<file path="src/rtl/unidade_controle_mc_if.sv">
// Bus between the multicycle control unit and its datapath: instruction fields
// and flags in, control strobes and selectors out.
interface unidade_controle_mc_if;
    logic [5:0] opcode;
    logic [5:0] funct;
    logic       zero;
    logic       PCWrite;
    logic       PCWriteCond;
    logic       pc_en;
    logic [1:0] PCSource;
    logic       IorD;
    logic       MemRead;
    logic       MemWrite;
    logic       IRWrite;
    logic       RegDst;
    logic       MemtoReg;
    logic       RegWrite;
    logic       ALUSrcA;
    logic [1:0] ALUSrcB;
    logic [1:0] ALUOp;
    logic       illegal_op;
    logic [3:0] state;

    modport master (
        input  opcode, funct, zero,
        output PCWrite, PCWriteCond, pc_en, PCSource, IorD, MemRead, MemWrite,
               IRWrite, RegDst, MemtoReg, RegWrite, ALUSrcA, ALUSrcB, ALUOp,
               illegal_op, state
    );

    modport slave (
        output opcode, funct, zero,
        input  PCWrite, PCWriteCond, pc_en, PCSource, IorD, MemRead, MemWrite,
               IRWrite, RegDst, MemtoReg, RegWrite, ALUSrcA, ALUSrcB, ALUOp,
               illegal_op, state
    );
endinterface

</file>
<file path="src/rtl/unidade_controle_mc.sv">
// Moore control FSM for a multicycle MIPS-subset datapath (lw, sw, R-type, jr,
// beq, bne, j, addi).
//
// state  | meaning
// FETCH  | read instruction, load IR, PC <= PC+4
// DECODE | compute branch target, dispatch on opcode
// MEMADR | effective address for lw/sw
// MEMRD  | data memory read
// MEMWB  | write MDR to rt
// MEMWR  | data memory write
// EXEC   | R-type ALU operation
// ALUWB  | write ALU result to rd
// BRANCH | compare and conditional PC update
// JUMP   | PC <= jump address
// ADDIEX | register + immediate
// ADDIWB | write ALU result to rt
// JR     | PC <= register
module unidade_controle_mc (
    input  logic                  clk,
    input  logic                  reset,
    unidade_controle_mc_if.master bus
);
    localparam logic [3:0] S_FETCH  = 4'd0;
    localparam logic [3:0] S_DECODE = 4'd1;
    localparam logic [3:0] S_MEMADR = 4'd2;
    localparam logic [3:0] S_MEMRD  = 4'd3;
    localparam logic [3:0] S_MEMWB  = 4'd4;
    localparam logic [3:0] S_MEMWR  = 4'd5;
    localparam logic [3:0] S_EXEC   = 4'd6;
    localparam logic [3:0] S_ALUWB  = 4'd7;
    localparam logic [3:0] S_BRANCH = 4'd8;
    localparam logic [3:0] S_JUMP   = 4'd9;
    localparam logic [3:0] S_ADDIEX = 4'd10;
    localparam logic [3:0] S_ADDIWB = 4'd11;
    localparam logic [3:0] S_JR     = 4'd12;

    localparam logic [5:0] OP_RTYPE = 6'b000000;
    localparam logic [5:0] OP_LW    = 6'b100011;
    localparam logic [5:0] OP_SW    = 6'b101011;
    localparam logic [5:0] OP_BEQ   = 6'b000100;
    localparam logic [5:0] OP_BNE   = 6'b000101;
    localparam logic [5:0] OP_J     = 6'b000010;
    localparam logic [5:0] OP_ADDI  = 6'b001000;
    localparam logic [5:0] FN_JR    = 6'b001000;

    logic [3:0] state_q;
    logic [3:0] state_d;
    logic       op_supported;

    always_comb begin
        op_supported = 1'b0;
        case (bus.opcode)
            OP_RTYPE, OP_LW, OP_SW, OP_BEQ, OP_BNE, OP_J, OP_ADDI: op_supported = 1'b1;
            default:                                              op_supported = 1'b0;
        endcase
    end

    always_comb begin
        state_d = S_FETCH;
        case (state_q)
            S_FETCH:  state_d = S_DECODE;
            S_DECODE: begin
                case (bus.opcode)
                    OP_LW, OP_SW:    state_d = S_MEMADR;
                    OP_RTYPE:        state_d = (bus.funct == FN_JR) ? S_JR : S_EXEC;
                    OP_BEQ, OP_BNE:  state_d = S_BRANCH;
                    OP_J:            state_d = S_JUMP;
                    OP_ADDI:         state_d = S_ADDIEX;
                    default:         state_d = S_FETCH;
                endcase
            end
            S_MEMADR: state_d = (bus.opcode == OP_SW) ? S_MEMWR : S_MEMRD;
            S_MEMRD:  state_d = S_MEMWB;
            S_EXEC:   state_d = S_ALUWB;
            S_ADDIEX: state_d = S_ADDIWB;
            // Every terminal state and the unused encodings 13-15 return to FETCH.
            default:  state_d = S_FETCH;
        endcase
    end

    always_ff @(posedge clk) begin
        if (reset) state_q <= S_FETCH;
        else       state_q <= state_d;
    end

    logic       pc_write, pc_write_cond, iord, mem_read, mem_write, ir_write;
    logic       reg_dst, memto_reg, reg_write, alu_src_a;
    logic [1:0] pc_source, alu_src_b, alu_op;

    always_comb begin
        pc_write      = 1'b0;
        pc_write_cond = 1'b0;
        pc_source     = 2'b00;
        iord          = 1'b0;
        mem_read      = 1'b0;
        mem_write     = 1'b0;
        ir_write      = 1'b0;
        reg_dst       = 1'b0;
        memto_reg     = 1'b0;
        reg_write     = 1'b0;
        alu_src_a     = 1'b0;
        alu_src_b     = 2'b00;
        alu_op        = 2'b00;
        case (state_q)
            S_FETCH: begin
                mem_read  = 1'b1;
                ir_write  = 1'b1;
                alu_src_b = 2'b01;
                pc_write  = 1'b1;
            end
            S_DECODE:          alu_src_b = 2'b11;
            S_MEMADR, S_ADDIEX: begin
                alu_src_a = 1'b1;
                alu_src_b = 2'b10;
            end
            S_MEMRD: begin
                mem_read = 1'b1;
                iord     = 1'b1;
            end
            S_MEMWB: begin
                reg_write = 1'b1;
                memto_reg = 1'b1;
            end
            S_MEMWR: begin
                mem_write = 1'b1;
                iord      = 1'b1;
            end
            S_EXEC: begin
                alu_src_a = 1'b1;
                alu_op    = 2'b10;
            end
            S_ALUWB: begin
                reg_write = 1'b1;
                reg_dst   = 1'b1;
            end
            S_ADDIWB:          reg_write = 1'b1;
            S_BRANCH: begin
                alu_src_a     = 1'b1;
                alu_op        = 2'b01;
                pc_write_cond = 1'b1;
                pc_source     = 2'b01;
            end
            S_JUMP: begin
                pc_write  = 1'b1;
                pc_source = 2'b10;
            end
            S_JR: begin
                pc_write  = 1'b1;
                pc_source = 2'b11;
            end
            default: ;
        endcase
    end

    assign bus.PCWrite     = pc_write;
    assign bus.PCWriteCond = pc_write_cond;
    assign bus.PCSource    = pc_source;
    assign bus.IorD        = iord;
    assign bus.MemRead     = mem_read;
    assign bus.MemWrite    = mem_write;
    assign bus.IRWrite     = ir_write;
    assign bus.RegDst      = reg_dst;
    assign bus.MemtoReg    = memto_reg;
    assign bus.RegWrite    = reg_write;
    assign bus.ALUSrcA     = alu_src_a;
    assign bus.ALUSrcB     = alu_src_b;
    assign bus.ALUOp       = alu_op;
    assign bus.state       = state_q;
    assign bus.illegal_op  = (state_q == S_DECODE) && !op_supported;
    // bne takes the branch when the ALU difference is non-zero.
    assign bus.pc_en       = pc_write | (pc_write_cond & (bus.zero ^ (bus.opcode == OP_BNE)));
endmodule

</file>
<file path="src/flat_wrapper.sv">
// flat-port wrapper written by rule: the top's interface ports become plain ports
module unidade_controle_mc_flat 
  (clk, reset, bus_opcode, bus_funct, bus_zero, bus_PCWrite, bus_PCWriteCond, bus_pc_en, bus_PCSource, bus_IorD, bus_MemRead, bus_MemWrite, bus_IRWrite, bus_RegDst, bus_MemtoReg, bus_RegWrite, bus_ALUSrcA, bus_ALUSrcB, bus_ALUOp, bus_illegal_op, bus_state);
  unidade_controle_mc_if bus_i ();
  input  logic clk;
  input  logic reset;
  input wire logic [$bits(bus_i.opcode)-1:0] bus_opcode;
  input wire logic [$bits(bus_i.funct)-1:0] bus_funct;
  input wire logic [$bits(bus_i.zero)-1:0] bus_zero;
  output wire logic [$bits(bus_i.PCWrite)-1:0] bus_PCWrite;
  output wire logic [$bits(bus_i.PCWriteCond)-1:0] bus_PCWriteCond;
  output wire logic [$bits(bus_i.pc_en)-1:0] bus_pc_en;
  output wire logic [$bits(bus_i.PCSource)-1:0] bus_PCSource;
  output wire logic [$bits(bus_i.IorD)-1:0] bus_IorD;
  output wire logic [$bits(bus_i.MemRead)-1:0] bus_MemRead;
  output wire logic [$bits(bus_i.MemWrite)-1:0] bus_MemWrite;
  output wire logic [$bits(bus_i.IRWrite)-1:0] bus_IRWrite;
  output wire logic [$bits(bus_i.RegDst)-1:0] bus_RegDst;
  output wire logic [$bits(bus_i.MemtoReg)-1:0] bus_MemtoReg;
  output wire logic [$bits(bus_i.RegWrite)-1:0] bus_RegWrite;
  output wire logic [$bits(bus_i.ALUSrcA)-1:0] bus_ALUSrcA;
  output wire logic [$bits(bus_i.ALUSrcB)-1:0] bus_ALUSrcB;
  output wire logic [$bits(bus_i.ALUOp)-1:0] bus_ALUOp;
  output wire logic [$bits(bus_i.illegal_op)-1:0] bus_illegal_op;
  output wire logic [$bits(bus_i.state)-1:0] bus_state;
  assign bus_i.opcode = bus_opcode;
  assign bus_i.funct = bus_funct;
  assign bus_i.zero = bus_zero;
  assign bus_PCWrite = bus_i.PCWrite;
  assign bus_PCWriteCond = bus_i.PCWriteCond;
  assign bus_pc_en = bus_i.pc_en;
  assign bus_PCSource = bus_i.PCSource;
  assign bus_IorD = bus_i.IorD;
  assign bus_MemRead = bus_i.MemRead;
  assign bus_MemWrite = bus_i.MemWrite;
  assign bus_IRWrite = bus_i.IRWrite;
  assign bus_RegDst = bus_i.RegDst;
  assign bus_MemtoReg = bus_i.MemtoReg;
  assign bus_RegWrite = bus_i.RegWrite;
  assign bus_ALUSrcA = bus_i.ALUSrcA;
  assign bus_ALUSrcB = bus_i.ALUSrcB;
  assign bus_ALUOp = bus_i.ALUOp;
  assign bus_illegal_op = bus_i.illegal_op;
  assign bus_state = bus_i.state;
  unidade_controle_mc u_core (.clk(clk), .reset(reset), .bus(bus_i));
endmodule
</file>
<file path="config.mk">
export PLATFORM = sky130hd
export DESIGN_NAME = unidade_controle_mc_flat
export DESIGN_NICKNAME = d
export VERILOG_FILES = /design/src/rtl/unidade_controle_mc_if.sv /design/src/rtl/unidade_controle_mc.sv /design/src/flat_wrapper.sv
export SDC_FILE = /design/constraint.sdc
export NUM_CORES = 1
export LEC_CHECK = 0
export ABC_AREA = 1
export CAP_MARGIN = 20
export CORE_UTILIZATION = 37
export CTS_BUF_LIST = sky130_fd_sc_hd__clkbuf_4 sky130_fd_sc_hd__clkbuf_8
export CTS_CLUSTER_DIAMETER = 100
export DETAILED_ROUTE_END_ITERATION = 8
export GPL_ROUTABILITY_DRIVEN = 0
export MAX_ROUTING_LAYER = met4
export PLACE_DENSITY = 0.95
export REMOVE_ABC_BUFFERS = 1
export SYNTH_ARGS = -nofsm -noshare
export SYNTH_HDL_FRONTEND = slang
export SYNTH_SLANG_ARGS = --single-unit
</file>
<file path="constraint.sdc">
create_clock -name clk -period 2 [get_ports clk]
set_input_delay 0.5 -clock clk [delete_from_list [all_inputs] [get_ports clk]]
set_output_delay 0.5 -clock clk [all_outputs]
set_load 0.02 [all_outputs]
</file>
==> results.py, run 1 <==
metrics = {
    "clock_tree": {
        "cts_buffers": 3,
        "cts_buffer_depth": 2,
        "numClockSinks": 4,
        "cts_root_buf": "clkbuf_4",
        "cts_max_level": 1,
        "cts_hold_buf": 0,
    },
    "yosys": {
        "synth_edf_count": 0,
        "synthTopCellsByCount": "22 x nor2_1, 18 x inv_1, 16 x nand2_1, 14 x nand3_1",
        "synth-seq-cells": 4,
        "ys.flop_type": "dfxtp_1",
        "synthArstFlopShare_pct": 0,
        "syn_avg_cell_area_um2": 5.12,
        "ys_seq_area_share_pct": 16.1,
        "netlist.area_leader.share_pct": 16.6,
        "yosysWarnings": 0,
        "synth.cell_area_um2": 497,
        "netlist_instances": 97,
        "synth_top_cell_by_area": "nor2_1",
        "synth.most_common_cell": "nor2_1",
        "ys_types": 18,
        "synth_area_leaders": "nor2_1 17%, dfxtp_1 16%, nand3_1 14%, inv_1 14%, nand2_1 12%",
    },
    "grt": {
        "grt_pass1_vias": 1310,
        "overflow": 9,
        "grt_start_max_net_pins": 6,
        "grt_pass1_wl_um": 6160,
        "track_usage_pct": 63.8,
    },
    "place": {
        "dp_hpwl_um": 2070,
        "numPortBuffers": 36,
        "dpl_cell_area_um2": 1080,
    },
    "floorplan": {
        "die_y_um": 38.6,
        "die_x_um": 38.6,
        "start_util_pct": 42.4,
        "io_pins": 37,
        "rows": 12,
    },
    "outcome": {
        "lastStage": "5_1_grt",
        "firstError": "[ERROR GRT-0116] Global routing finished with congestion. Check the congestion regions in the DRC Viewer.",
        "status": "stopped before the end",
    },
}
==> metal layers <==
metal,overflow,track usage (%)
met5,-,-
met4,3,76.7
met3,0,35.3
met2,6,91.7
met1,0,52.4
==> stage by stage <==
stage / utilization (%) / setup WS (ps) / instances / hold slack, ps / setup TNS, ps
3_3_place_gp: 92.6 / -572 / 175 / 737 / -1200
3_5_place_dp: 92.6 / -662 / 175 / 776 / -1790
2_1_floorplan: - / 52.2 / 96 / 569 / 0
4_1_cts: 96.3 / -20.2 / 179 / 815 / -40.2
==> repair_timing <==
item	CTS
setup endpoints to repair	18
resized for setup	59
pin swaps	3
buffers inserted	1
==> cells by family after synthesis <==
group,synth area share (%)
simple gates,53.4
buf+inv,17.4
compound gates,13.1
flops,16.1
==> run 2, diff against run 1 <==
- CORE_AREA: default -> 2 2 63 65
- CORE_UTILIZATION: 37 -> default
- CTS_BUF_LIST: sky130_fd_sc_hd__clkbuf_4 sky130_fd_sc_hd__clkbuf_8 -> default
- CTS_CLUSTER_DIAMETER: 100 -> default
- DIE_AREA: default -> 0 0 65 67
- MAX_ROUTING_LAYER: met4 -> default
- PLACE_DENSITY: 0.95 -> default
- PLACE_DENSITY_LB_ADDON: default -> 0.15
==> results.py, run 2 <==
metrics = {
    "drt": {
        "viasPerCell": 3.80,
        "dr.pass1.iters": 4,
        "first_iter_violations": 14,
        "wire_per_inst_um": 8.77,
        "vias": 825,
        "drc": 0,
        "routed_wl_um": 1900,
        "final_antenna_net_count": 0,
    },
    "finish": {
        "final_common_cell": "buf_4",
        "regArea_um2": 82.6,
        "largest_reg_flops": 4,
        "diodes": 0,
        "fillers": 419,
        "syn2layout_area_growth_pct": 138,
        "final_layout_size_suffix_gt1_share_pct": 36.7,
        "instances_no_fill": 217,
        "layout_common_cells": "35 x buf_4, 19 x nor2_1, 18 x inv_1",
        "multi_input_area_um2": 357,
        "nets": 186,
    },
    "sta": {
        "fin_crit_ps": 1920,
        "slew_headroom_pct": 85.5,
        "tightest_slew_ps": 217,
        "final_max_slew_viol_count": 0,
        "skew_ps": 2.33,
        "rsz0062_at_grt": "no",
        "hold_violations": 0,
        "report.final.setup_viol": 0,
        "clock.fmax_mhz": 522,
        "period_share_pct": 95.8,
        "layout_setup_ws_ps": 84.7,
    },
    "yosys": {
        "ys.flop_type": "dfxtp_1",
        "synth_edf_count": 0,
        "synthTopCellsByCount": "22 x nor2_1, 18 x inv_1, 16 x nand2_1, 14 x nand3_1",
        "synthArstFlopShare_pct": 0,
        "netlist.area_leader.share_pct": 16.6,
        "synth_top_cell_by_area": "nor2_1",
        "yosysWarnings": 0,
        "synth.most_common_cell": "nor2_1",
        "syn_avg_cell_area_um2": 5.12,
        "synth.cell_area_um2": 497,
        "synth-seq-cells": 4,
        "netlist_instances": 97,
        "ys_types": 18,
        "ys_seq_area_share_pct": 16.1,
        "synth_area_leaders": "nor2_1 17%, dfxtp_1 16%, nand3_1 14%, inv_1 14%, nand2_1 12%",
    },
    "clock_tree": {
        "cts_setup_buffers": 0,
        "numClockSinks": 4,
        "cts_tree": "built",
        "cts_buffers": 3,
        "cts_hold_buf": 0,
        "cts_max_level": 1,
        "cts_buffer_depth": 2,
        "clk_transition_reported_paths_ps": 30,
        "clkLatencyLatePin_ps": 210,
        "cts_root_buf": "clkbuf_8",
    },
    "power_and_ir_drop": {
        "p_leak_nw": 0.660,
        "vdd_drop_max_uv": 152,
        "power.density_nw_per_um2": 346,
    },
    "grt": {
        "grt_pass1_wl_um": 3290,
        "antenna_found_initial": 0,
        "grt_pass1_vias": 790,
        "grt_start_max_net_pins": 6,
        "overflow": 0,
        "track_usage_pct": 9.36,
    },
    "floorplan": {
        "io_pins": 37,
        "die_y_um": 67,
        "start_util_pct": 13.8,
        "rows": 22,
        "die-area_um2": 4360,
        "core-area_um2": 3610,
        "die_x_um": 65,
    },
    "place": {
        "dp_slack_ps": -610,
        "placed_cells": 214,
        "dp_hpwl_um": 1670,
        "numPortBuffers": 36,
    },
    "setup_path": {
        "crit_family": "buffers and inverters",
        "slowest_delay_ps": 330,
        "slowest_stage": "dfxtp_2",
        "end_kind": "output pin",
        "path_buf_inv": 4,
        "critPathMaxFanout": 4,
        "crit_top_cell": "buf_4",
        "worstPathCellList": "buf_4, nor2_1, buf_4, nand2_1, inv_1, dlygate4sd2_1",
        "critical_path_required_ps": 1500,
        "crit_arrival_ps": 1420,
        "worstSetupPathType": "reg2out",
        "start_kind": "flop",
    },
    "run": {
        "cap_violations": 0,
    },
    "min_path": {
        "hold_path.class": "reg2reg",
    },
    "outcome": {
        "status": "complete, no violations",
    },
}
run 2: final timing paths:
| path | from | to | slack [ps] | cells past startpoint |
|---|---|---|---|---|
| worst min register to register | u_core.bus.state[0] | u_core.bus.state[1] | 710 | 4 |
| worst max register to register | u_core.bus.state[2] | u_core.bus.state[0] | 720 | 9 |
| worst min-delay path | u_core.bus.state[0] | u_core.bus.state[1] | 710 | 4 |
| worst max-delay path | u_core.bus.state[0] | bus_ALUOp[1] | 80 | 6 |
run 2: cells by family (layout without fill, tap and decap cells):
group / after synthesis / count (layout) / synth area share, %
buf+inv: 22 / 94 / 17.4
simple gates: 60 / 60 / 53.4
flops: 4 / 4 / 16.1
compound gates: 11 / 11 / 13.1
run 2: through the flow:
step	total power, mW	hold WS [ps]	cell area [µm²]	util [%]	TNS [ps]
6_report	0.409	709	1180	32.8	0
3_5_place_dp	0.260	702	1160	32.3	-1840
5_1_grt	0.440	741	1180	32.8	0
4_1_cts	0.415	722	1190	33.1	0
3_3_place_gp	0.260	705	1160	32.3	-2030
2_1_floorplan	0.152	569	489	-	0
run 2: layout make-up:
class	instances	share of cell area, %
inverter	21	6.67
tap	48	5.08
sequential	4	6.98
clock buffer	3	3.49
timing repair buffer	70	47.6
multi-input combinational	71	30.2
run 2: routing by layer:
metal | global-route usage [%] | wire (µm) | vias to the layer above
met1 | 11.8 | 886 | 345
met5 | 0 | 0 | -
li1 | - | - | 450
met2 | 16.6 | 894 | 30
met3 | 1.86 | 122 | 0
met4 | 1.60 | 0 | 0
run 2: report_power, final:
group	switching, mW	leakage (nW)	total [mW]	internal, mW
Clock	0.0346	0.0216	0.162	0.128
Sequential	0.00355	0.0333	0.0870	0.0834
Combinational	0.0775	0.605	0.160	0.0825
Total	0.116	0.660	0.409	0.294
run 2: worst min-delay path, cell delays in order, from the launching register on:
cell,delay [ps]
dfxtp_2,330
nand2_1,130
nor2_4,70
nand2_1,60
a21oi_1,60
run 2: what timing repair did:
item	CTS	global route
setup endpoints to repair	18	13
pin swaps	2	3
resized for setup	42	23
gates cloned	0	0
Power figures use the tool's default switching activity.
==> run 3, diff against run 2 <==
- CAP_MARGIN: 20 -> default
==> results of run 3 <==
The final DEF is identical to that of run 2; final timing and power are the same.
==> patch: new RTL, flow settings as in run 2 <==
Make the reset (`reset`) asynchronous in one clocked block.
--- a/src/rtl/unidade_controle_mc.sv
+++ b/src/rtl/unidade_controle_mc.sv
@@ -78,7 +78,7 @@
         endcase
     end
 
-    always_ff @(posedge clk) begin
+    always_ff @(posedge clk or posedge reset) begin
         if (reset) state_q <= S_FETCH;
         else       state_q <= state_d;
     end
Formal check against the unedited RTL: differs if reset is asserted again (counterexample within 4 cycles, from zero or initial values and one cycle with reset high); with reset held inactive, the same outputs for 10 cycles.
==> patch against run 2 <==
Sequential cell count unchanged. Wire length down 1.4%. Sequential share of layout area up 1.4 points. Final area up 2.5%. Area after synthesis up 13%. Count of clock-buffer cells in the layout unchanged. Worst setup slack worse by 26 ps. Non-clock buffer count down 4. Largest cell class unchanged.
Power is not compared: it rests on default switching activity, and its combinational part moved more than twofold at a synthesized area within 25%.
==> patch: results <==
[worst_hold_path]
min_path_type = "input port to async pin"

[sta]
slew_headroom_pct = 84.4
skew_ps = 1.89

[placement]
post-place-cells = 209
dpl_worst_slack_ps = -672
dp_hpwl_um = 1610
post_dp_cell_area_sq_mm = 0.00116

[setup_path]
critPathMostFrequentCell = "buf_4"
max_stage_delay_ps = 580
critical-path-slowest-cell = "clkdlybuf4s50_1"
arrival_ps = 1440

[logic_synthesis]
yosys-top-cells-count = "20 x nand2_1, 19 x inv_1, 17 x nor2_1, 10 x nand3_1, 8 x nor2_2"
synth_compound_area_share_pct = 8.00
synth_cell_types = 17
synth_area_leaders = "dfrtp_1 18%, nand2_1 13%, inv_1 13%"
synthArstFlopShare_pct = 100
ys.flop_type = "dfrtp_1"
syn_inst = 101

[global_route]
antenna_found_initial = 0
grtUsageTotal_pct = 8.81
grt_pass1_wl_um = 3040

[drt]
wirelength_um = 1880
num_vias = 838
wl_per_cell_um = 8.65

[power]
p_leak_nw = 0.701
ir_drop_mv = 0.152

[cells_and_area]
fill_cells = 415
drive_above_1_share_pct = 39.1
register_area_sq_um = 101

[clock_tree]
cts_buffers = 3
cts.htree.levels = 1

[run_status]
run_status = "completed"
## patch: cell count changes after synthesis, moves of 2 or more
cell,before,now
nand4_1,1,4
nor3_1,2,0
nand2_2,0,2
nand3_1,14,10
o21ai_0,2,4
a21oi_1,4,1
nor2_2,3,8
nand2_1,16,20
dfxtp_1,4,0
dfrtp_1,0,4
nor2_1,22,17
nor2_4,1,3
## patch: path summary, 6_finish.rpt
check	slack (ps)	startpoint	cells after the start	endpoint
max	60	u_core.bus.state[3]	3	bus_state[3]
min	470	reset	2	u_core.bus.state[0]
max reg2reg	790	u_core.bus.state[2]	7	u_core.bus.state[0]
min reg2reg	740	u_core.bus.state[2]	4	u_core.bus.state[3]
max in group asynchronous	1370	reset	2	u_core.bus.state[2]
min in group clk	720	bus_opcode[4]	5	u_core.bus.state[1]
## patch: timing repair
item                       CTS  global route
setup endpoints to repair   18            13
pin swaps                    1             3
buffers inserted             2             3
gates resized for setup     42            14
## patch: logic make-up after synthesis
family | count (synthesis)
simple gates | 65
buf+inv | 25
flops | 4
compound gates | 7
## patch: cell type report
type	instances	share of cell area [%]
sequential	4	8.36
timing repair buffer	66	43.9
inverter	24	7.43
tap	48	4.95
clock buffer	3	3.41
multi-input combinational	72	32.0
## patch: layer usage
layer  vias up  wire [um]  global-route usage [%]  part of all wire (%)
met2        31        879                    15.5                    47
met3         0        129                    1.52                   6.9
met1       360        867                    10.7                    46
met5         -          0                       0                     0
met4         0          0                    3.19                     0
li1        447          -                       -                     -
## patch: where the power goes
part	internal (mW)	leakage [nW]	switching (mW)
clock network	0.128	0.0216	0.0397
logic	0.349	0.628	0.420
registers	0.0999	0.0516	0.0289
## patch: worst register-to-register path, cell delays in order (launching register included)
cell and delay [ps]:
dfrtp_2 430, inv_1 80, nor2_2 50, nand2_1 100
nand2_1 90, nor2_2 140, buf_4 120, o211ai_2 70
